--- config.mk ---
export PLATFORM = sky130hd
export DESIGN_NAME = alu_cdb_cluster_flat
export DESIGN_NICKNAME = d
export VERILOG_FILES = /design/src/rtl/alu_cdb_if.sv /design/src/rtl/alu_cdb_cluster.sv /design/src/flat_wrapper.sv
export SDC_FILE = /design/constraint.sdc
export NUM_CORES = 2
export LEC_CHECK = 0
export BUFFER_PORTS_ARGS = -buffer_cell sky130_fd_sc_hd__buf_4
export CAP_MARGIN = 40
export CORE_AREA = 2 2 379 381
export DETAILED_ROUTE_END_ITERATION = 8
export DIE_AREA = 0 0 381 383
export PLACE_DENSITY = 0.59
export SYNTH_ARGS = -nofsm -noshare
export SYNTH_HDL_FRONTEND = slang
export SYNTH_SLANG_ARGS = --single-unit
--- constraint.sdc ---
create_clock -name clk -period 4.64 [get_ports clk]
set_input_delay 0.232 -clock clk [delete_from_list [all_inputs] [get_ports clk]]
set_output_delay 0.232 -clock clk [all_outputs]
set_load 0.01 [all_outputs]
--- src/rtl/alu_cdb_if.sv ---
// Bus bundle between the issue side (reservation stations) and the ALU/CDB cluster.
// The master drives the per-lane operations; the slave returns the combinational
// ALU results and the registered per-tag broadcast.
interface alu_cdb_if #(
    parameter int NUM_ALU   = 4,
    parameter int ROB_DEPTH = 8
);
    localparam int TAG_W = (ROB_DEPTH > 1) ? $clog2(ROB_DEPTH) : 1;

    logic [NUM_ALU-1:0]              exec;
    logic [NUM_ALU-1:0][TAG_W-1:0]   tag;
    logic [NUM_ALU-1:0]              op_imm;
    logic [NUM_ALU-1:0][2:0]         funct3;
    logic [NUM_ALU-1:0]              funct7;
    logic [NUM_ALU-1:0][31:0]        src1;
    logic [NUM_ALU-1:0][31:0]        src2;
    logic [NUM_ALU-1:0][31:0]        alu_result;
    logic [ROB_DEPTH-1:0][31:0]      cdb_data;
    logic [ROB_DEPTH-1:0]            cdb_valid;
    logic                            collision;

    modport master (
        output exec, tag, op_imm, funct3, funct7, src1, src2,
        input  alu_result, cdb_data, cdb_valid, collision
    );

    modport slave (
        input  exec, tag, op_imm, funct3, funct7, src1, src2,
        output alu_result, cdb_data, cdb_valid, collision
    );
endinterface

--- src/rtl/alu_cdb_cluster.sv ---
// NUM_ALU combinational RV32I ALU lanes feeding a per-tag common data bus.
// Each ROB tag has its own registered data/valid slot; when several executing
// lanes target the same tag in one cycle, the lowest-index lane wins and the
// collision flag is raised for one cycle.
module alu_cdb_cluster #(
    parameter int NUM_ALU   = 4,
    parameter int ROB_DEPTH = 8
) (
    input  logic     clk,
    input  logic     reset_n,
    alu_cdb_if.slave bus
);
    localparam int TAG_W = (ROB_DEPTH > 1) ? $clog2(ROB_DEPTH) : 1;

    logic [ROB_DEPTH-1:0]        hit;
    logic [ROB_DEPTH-1:0][31:0]  win_data;
    logic                        coll_next;

    function automatic logic [31:0] alu_calc(
        input logic        imm,
        input logic [2:0]  f3,
        input logic        f7,
        input logic [31:0] a,
        input logic [31:0] b
    );
        logic [4:0]  sh;
        logic [31:0] r;
        sh = b[4:0];
        r  = '0;
        case (f3)
            // OP-IMM has no subi, so funct7 only selects sub in register form
            3'b000:  r = (f7 && !imm) ? (a - b) : (a + b);
            3'b001:  r = a << sh;
            3'b010:  r = {31'b0, ($signed(a) < $signed(b))};
            3'b011:  r = {31'b0, (a < b)};
            3'b100:  r = a ^ b;
            3'b101:  r = f7 ? $unsigned($signed(a) >>> sh) : (a >> sh);
            3'b110:  r = a | b;
            3'b111:  r = a & b;
            default: r = '0;
        endcase
        return r;
    endfunction

    // Per-lane ALU, evaluated every cycle independent of exec
    always_comb begin
        for (int i = 0; i < NUM_ALU; i++) begin
            bus.alu_result[i] = alu_calc(bus.op_imm[i], bus.funct3[i], bus.funct7[i],
                                         bus.src1[i], bus.src2[i]);
        end
    end

    // Tag arbitration: scan lanes low to high so the first claimant owns the slot
    always_comb begin
        hit       = '0;
        win_data  = '0;
        coll_next = 1'b0;
        for (int i = 0; i < NUM_ALU; i++) begin
            if (bus.exec[i] && (int'(bus.tag[i]) < ROB_DEPTH)) begin
                if (hit[bus.tag[i]]) begin
                    coll_next = 1'b1;
                end else begin
                    hit[bus.tag[i]]      = 1'b1;
                    win_data[bus.tag[i]] = bus.alu_result[i];
                end
            end
        end
    end

    // Broadcast registers: strobe is one cycle per exec, data holds between strobes
    always_ff @(posedge clk or negedge reset_n) begin
        if (!reset_n) begin
            bus.cdb_valid <= '0;
            bus.cdb_data  <= '0;
            bus.collision <= 1'b0;
        end else begin
            bus.cdb_valid <= hit;
            bus.collision <= coll_next;
            for (int t = 0; t < ROB_DEPTH; t++) begin
                if (hit[t]) begin
                    bus.cdb_data[t] <= win_data[t];
                end
            end
        end
    end

    logic unused_tag_w;
    assign unused_tag_w = (TAG_W == 0);
endmodule

--- src/flat_wrapper.sv ---
// flat-port wrapper written by rule: the top's interface ports become plain ports
module alu_cdb_cluster_flat 
#(
    parameter int NUM_ALU   = 4,
    parameter int ROB_DEPTH = 8
)
  (clk, reset_n, bus_exec, bus_tag, bus_op_imm, bus_funct3, bus_funct7, bus_src1, bus_src2, bus_alu_result, bus_cdb_data, bus_cdb_valid, bus_collision);
  alu_cdb_if #(.NUM_ALU(NUM_ALU), .ROB_DEPTH(ROB_DEPTH)) bus_i ();
  input  logic clk;
  input  logic reset_n;
  input wire logic [$bits(bus_i.exec)-1:0] bus_exec;
  input wire logic [$bits(bus_i.tag)-1:0] bus_tag;
  input wire logic [$bits(bus_i.op_imm)-1:0] bus_op_imm;
  input wire logic [$bits(bus_i.funct3)-1:0] bus_funct3;
  input wire logic [$bits(bus_i.funct7)-1:0] bus_funct7;
  input wire logic [$bits(bus_i.src1)-1:0] bus_src1;
  input wire logic [$bits(bus_i.src2)-1:0] bus_src2;
  output wire logic [$bits(bus_i.alu_result)-1:0] bus_alu_result;
  output wire logic [$bits(bus_i.cdb_data)-1:0] bus_cdb_data;
  output wire logic [$bits(bus_i.cdb_valid)-1:0] bus_cdb_valid;
  output wire logic [$bits(bus_i.collision)-1:0] bus_collision;
  assign bus_i.exec = bus_exec;
  assign bus_i.tag = bus_tag;
  assign bus_i.op_imm = bus_op_imm;
  assign bus_i.funct3 = bus_funct3;
  assign bus_i.funct7 = bus_funct7;
  assign bus_i.src1 = bus_src1;
  assign bus_i.src2 = bus_src2;
  assign bus_alu_result = bus_i.alu_result;
  assign bus_cdb_data = bus_i.cdb_data;
  assign bus_cdb_valid = bus_i.cdb_valid;
  assign bus_collision = bus_i.collision;
  alu_cdb_cluster #(.NUM_ALU(NUM_ALU), .ROB_DEPTH(ROB_DEPTH)) u_core (.clk(clk), .reset_n(reset_n), .bus(bus_i));
endmodule
==> flow_metrics.py <==
metrics = {
    "status": {
        "violations": "design-rule violations",
        "status": "finished with violations",
    },
    "hold_path": {
        "min_delay_worst_endpoint": "u_core.bus.cdb_data[183]$_DFFE_PN0P_",
        "hold_depth": 3,
        "hp-class": "in2reg",
        "hold_start": "bus_tag[11]",
    },
    "floorplanning": {
        "io_pins": 687,
        "die_h_um": 383,
        "die_w_um": 381,
        "initial_core_util": 0.3473,
        "die-area_sq_um": 145900,
        "rows": 139,
        "core-area_sq_um": 142300,
    },
    "critical_path": {
        "crit_path_frequent_cell": "buf_4",
        "r2r_end": "u_core.bus.cdb_data[151]$_DFFE_PN0P_",
        "r2r_setup_slack_ns": 3.33,
        "cp_max_fo": 8,
        "critPathLaunchType": "input pin",
        "crit_chain": "buf_4, inv_2, ha_1, nor2b_1, o31ai_1, a21oi_1, o21ai_0, nand2_1, a21o_1, a211oi_1, a2111oi_0, a311o_1, or2_2, buf_4",
        "cp.required_ns": 4.41,
        "rr_worst_depth": 3,
        "r2r_start": "u_core.bus.cdb_data[151]$_DFFE_PN0P_",
        "worst-setup-path-type": "in2out",
        "end_kind": "primary output",
        "slowest_delay_ns": 0.56,
        "cp.arrival_ns": 4.30,
        "crit_path_top_delay_cell": "a211oi_1",
    },
    "layout": {
        "final_cell_count_no_fill": 9191,
        "n_fill_cell": 14818,
        "drive_gt1_frac": 0.2072,
        "fin_nets": 7943,
        "area_growth_pct": 19.80,
    },
    "logic_synthesis": {
        "yosys_warnings": 0,
        "netlist_area_sq_um": 49410,
        "synth_area_leaders": "dfrtp_1 13%, mux4_2 9.9%, ha_1 9.8%",
        "syn-instance-count": 6733,
        "syn_nets": 7423,
        "synth.largest_area_cell": "dfrtp_1",
        "ys_types": 107,
        "ys_async_sr_fraction": 1.000,
        "synth_common_cells": "714 x nor2_1, 585 x a21oi_1, 556 x o21ai_0, 555 x nand2_1, 464 x clkbuf_1",
        "synth_edf_count": 0,
        "ys_ff_latch": 265,
        "yosysMostFrequentCell": "nor2_1",
        "netlist.area_leader.share": 0.1342,
        "synth-seq-area-share": 0.1342,
        "syn_avg_cell_area_sq_um": 7.339,
        "synth_flop_cell": "dfrtp_1",
    },
    "drt": {
        "detail-route-antenna-nets": 0,
        "avgRoutedWirePerCell_um": 35.49,
        "drtPass1Iterations": 9,
        "drc": 6,
        "viasPerCell": 6.817,
        "drt-total-wl_mm": 326.1,
        "dr.first_iter.drc_count": 10598,
        "dr_total_vias": 62651,
    },
    "clock_network": {
        "cts_htree_levels": 1,
        "clock_latency_ns": 0.61,
        "cts_buffer_depth": 3,
        "cts_setup_buffers": 0,
        "cts_root_buf": "clkbuf_16",
        "cts_made_buffers": 30,
        "cts.clk_slew.worst_paths_ns": 0.06,
        "cts_tree": "done",
        "cts.sinks": 265,
    },
    "power_and_ir_drop": {
        "power.density_nw_per_um2": 273.5,
        "leakagePower_nw": 25.96,
        "power_mw": 16.19,
        "peakVddDrop_v": 0.0002959,
    },
    "grt": {
        "grt_pass1_vias": 57997,
        "antenna_found_initial": 13,
        "grt_pass1_wl_mm": 451.9,
        "grt_max_degree": 122,
        "grt_overflow": 0,
        "grt_usage": 0.4238,
    },
    "timing": {
        "finalHoldViolCount": 0,
        "fin_tns_setup_ns": 0,
        "max_freq_mhz": 220.7,
        "slew_viol_final": 0,
        "period_share": 0.9764,
        "worst_slew_pin_slew_ns": 1.086,
        "finClkSkew_ns": 0,
        "relSlewSlack": 0.2762,
        "grt_setup_unrepaired": "false",
        "setup_viol": 0,
        "holdWs_ns": 0.1935,
        "period_minus_slack_ns": 4.530,
        "setup_ws_ns": 0.1095,
    },
    "placement": {
        "dp_cells": 9121,
        "pre_cts_ws_ns": 0.08737,
        "place_hpwl_mm": 257.1,
        "io_buffers": 686,
        "place_congestion": 1.047,
    },
    "job": {
        "drv_cap": 0,
    },
}
-- through the flow --
step,util,cell area (sq um)
after detailed placement,0.4085,58110
final,0.4161,59200
after CTS,0.4158,59150
after global placement,0.4067,57860
after floorplan,-,49410
after global routing,0.4159,59170
-- how the worst max path moves through the flow --
| stage | from | end | slack (ns) | depth (start not counted) |
|---|---|---|---|---|
| after floorplan | bus_src2[2] | u_core.bus.cdb_data[27]$_DFFE_PN0P_ | 0.07 | 16 |
| after global placement | bus_src2[0] | u_core.bus.cdb_data[200]$_DFFE_PN0P_ | 0.07 | 14 |
| after detailed placement | bus_src2[0] | u_core.bus.cdb_data[40]$_DFFE_PN0P_ | 0.09 | 14 |
| after CTS | bus_src2[0] | bus_alu_result[8] | 0.13 | 14 |
| after global routing | bus_src2[0] | bus_alu_result[8] | 0.003 | 14 |
| final | bus_src2[98] | bus_alu_result[116] | 0.11 | 14 |
-- worst max-delay path: cells and delay by family --
kind                       cells  cell delay (ns)
AOI/OAI and AO/OA              7             2.45
adders and majority gates      1             0.32
and+or+nand+nor                3             0.75
buffers and inverters          3             0.53
-- timing repair --
action / CTS / global route
resized for setup: 0 / 4
endpoints found under the setup margin: 0 / 3
hold buffers: 3 / 0
endpoints found under the hold margin: 120 / 0
-- power by group --
part,internal [mW],switching (mW)
registers,2.88,0.898
logic,3.57,6.31
clock network,1.43,1.10
total,7.88,8.31
-- kinds of logic after synthesis --
family / synth area share
fa+ha+maj: 0.1015
compound gates: 0.3390
flops: 0.1342
simple gates: 0.1837
buf+inv: 0.08229
mux: 0.1406
xor+xnor: 0.01879
-- state kept, by name, indices dropped and copies added (netlist names) --
name	count
u_core.bus.cdb_data	256
u_core.bus.cdb_valid	8
u_core.bus.collision	1
-- final cells by class --
class / instances / area, sq um / share of cell area
Multi-Input combinational cell: 5416 / 39100 / 0.6605
Timing Repair Buffer: 1076 / 8308 / 0.1403
Sequential cell: 265 / 6631 / 0.1120
Tap cell: 1903 / 2381 / 0.04022
Inverter: 464 / 1742 / 0.02942
Clock buffer: 47 / 894.6 / 0.01511
Clock inverter: 9 / 115.1 / 0.001945
Antenna cell: 11 / 27.53 / 0.0004650
-- routing by layer --
metal	up-vias	track usage	wire (um)
met1	30695	0.5283	122000
met4	12	0.2466	23970
li1	26306	-	-
met2	4722	0.6141	133400
met3	916	0.1700	46590
met5	-	0	92
-- cells in the final DEF, fill, tap and decap left out, types with 76 or more instances in the layout --
cell type  instances
a221oi_1         118
buf_4           1043
a222oi_1          79
nor3_1           116
dfrtp_1          265
a21oi_1          580
a211oi_1         114
mux4_2           218
ha_1             387
o22ai_1           92
inv_1            450
mux2i_1          164
o211ai_1         173
nor2_1           708
nand2_1          555
o221ai_1          76
xnor2_1           87
nand3_1          199
o21ai_0          555
(Power assumes the default switching activity.)
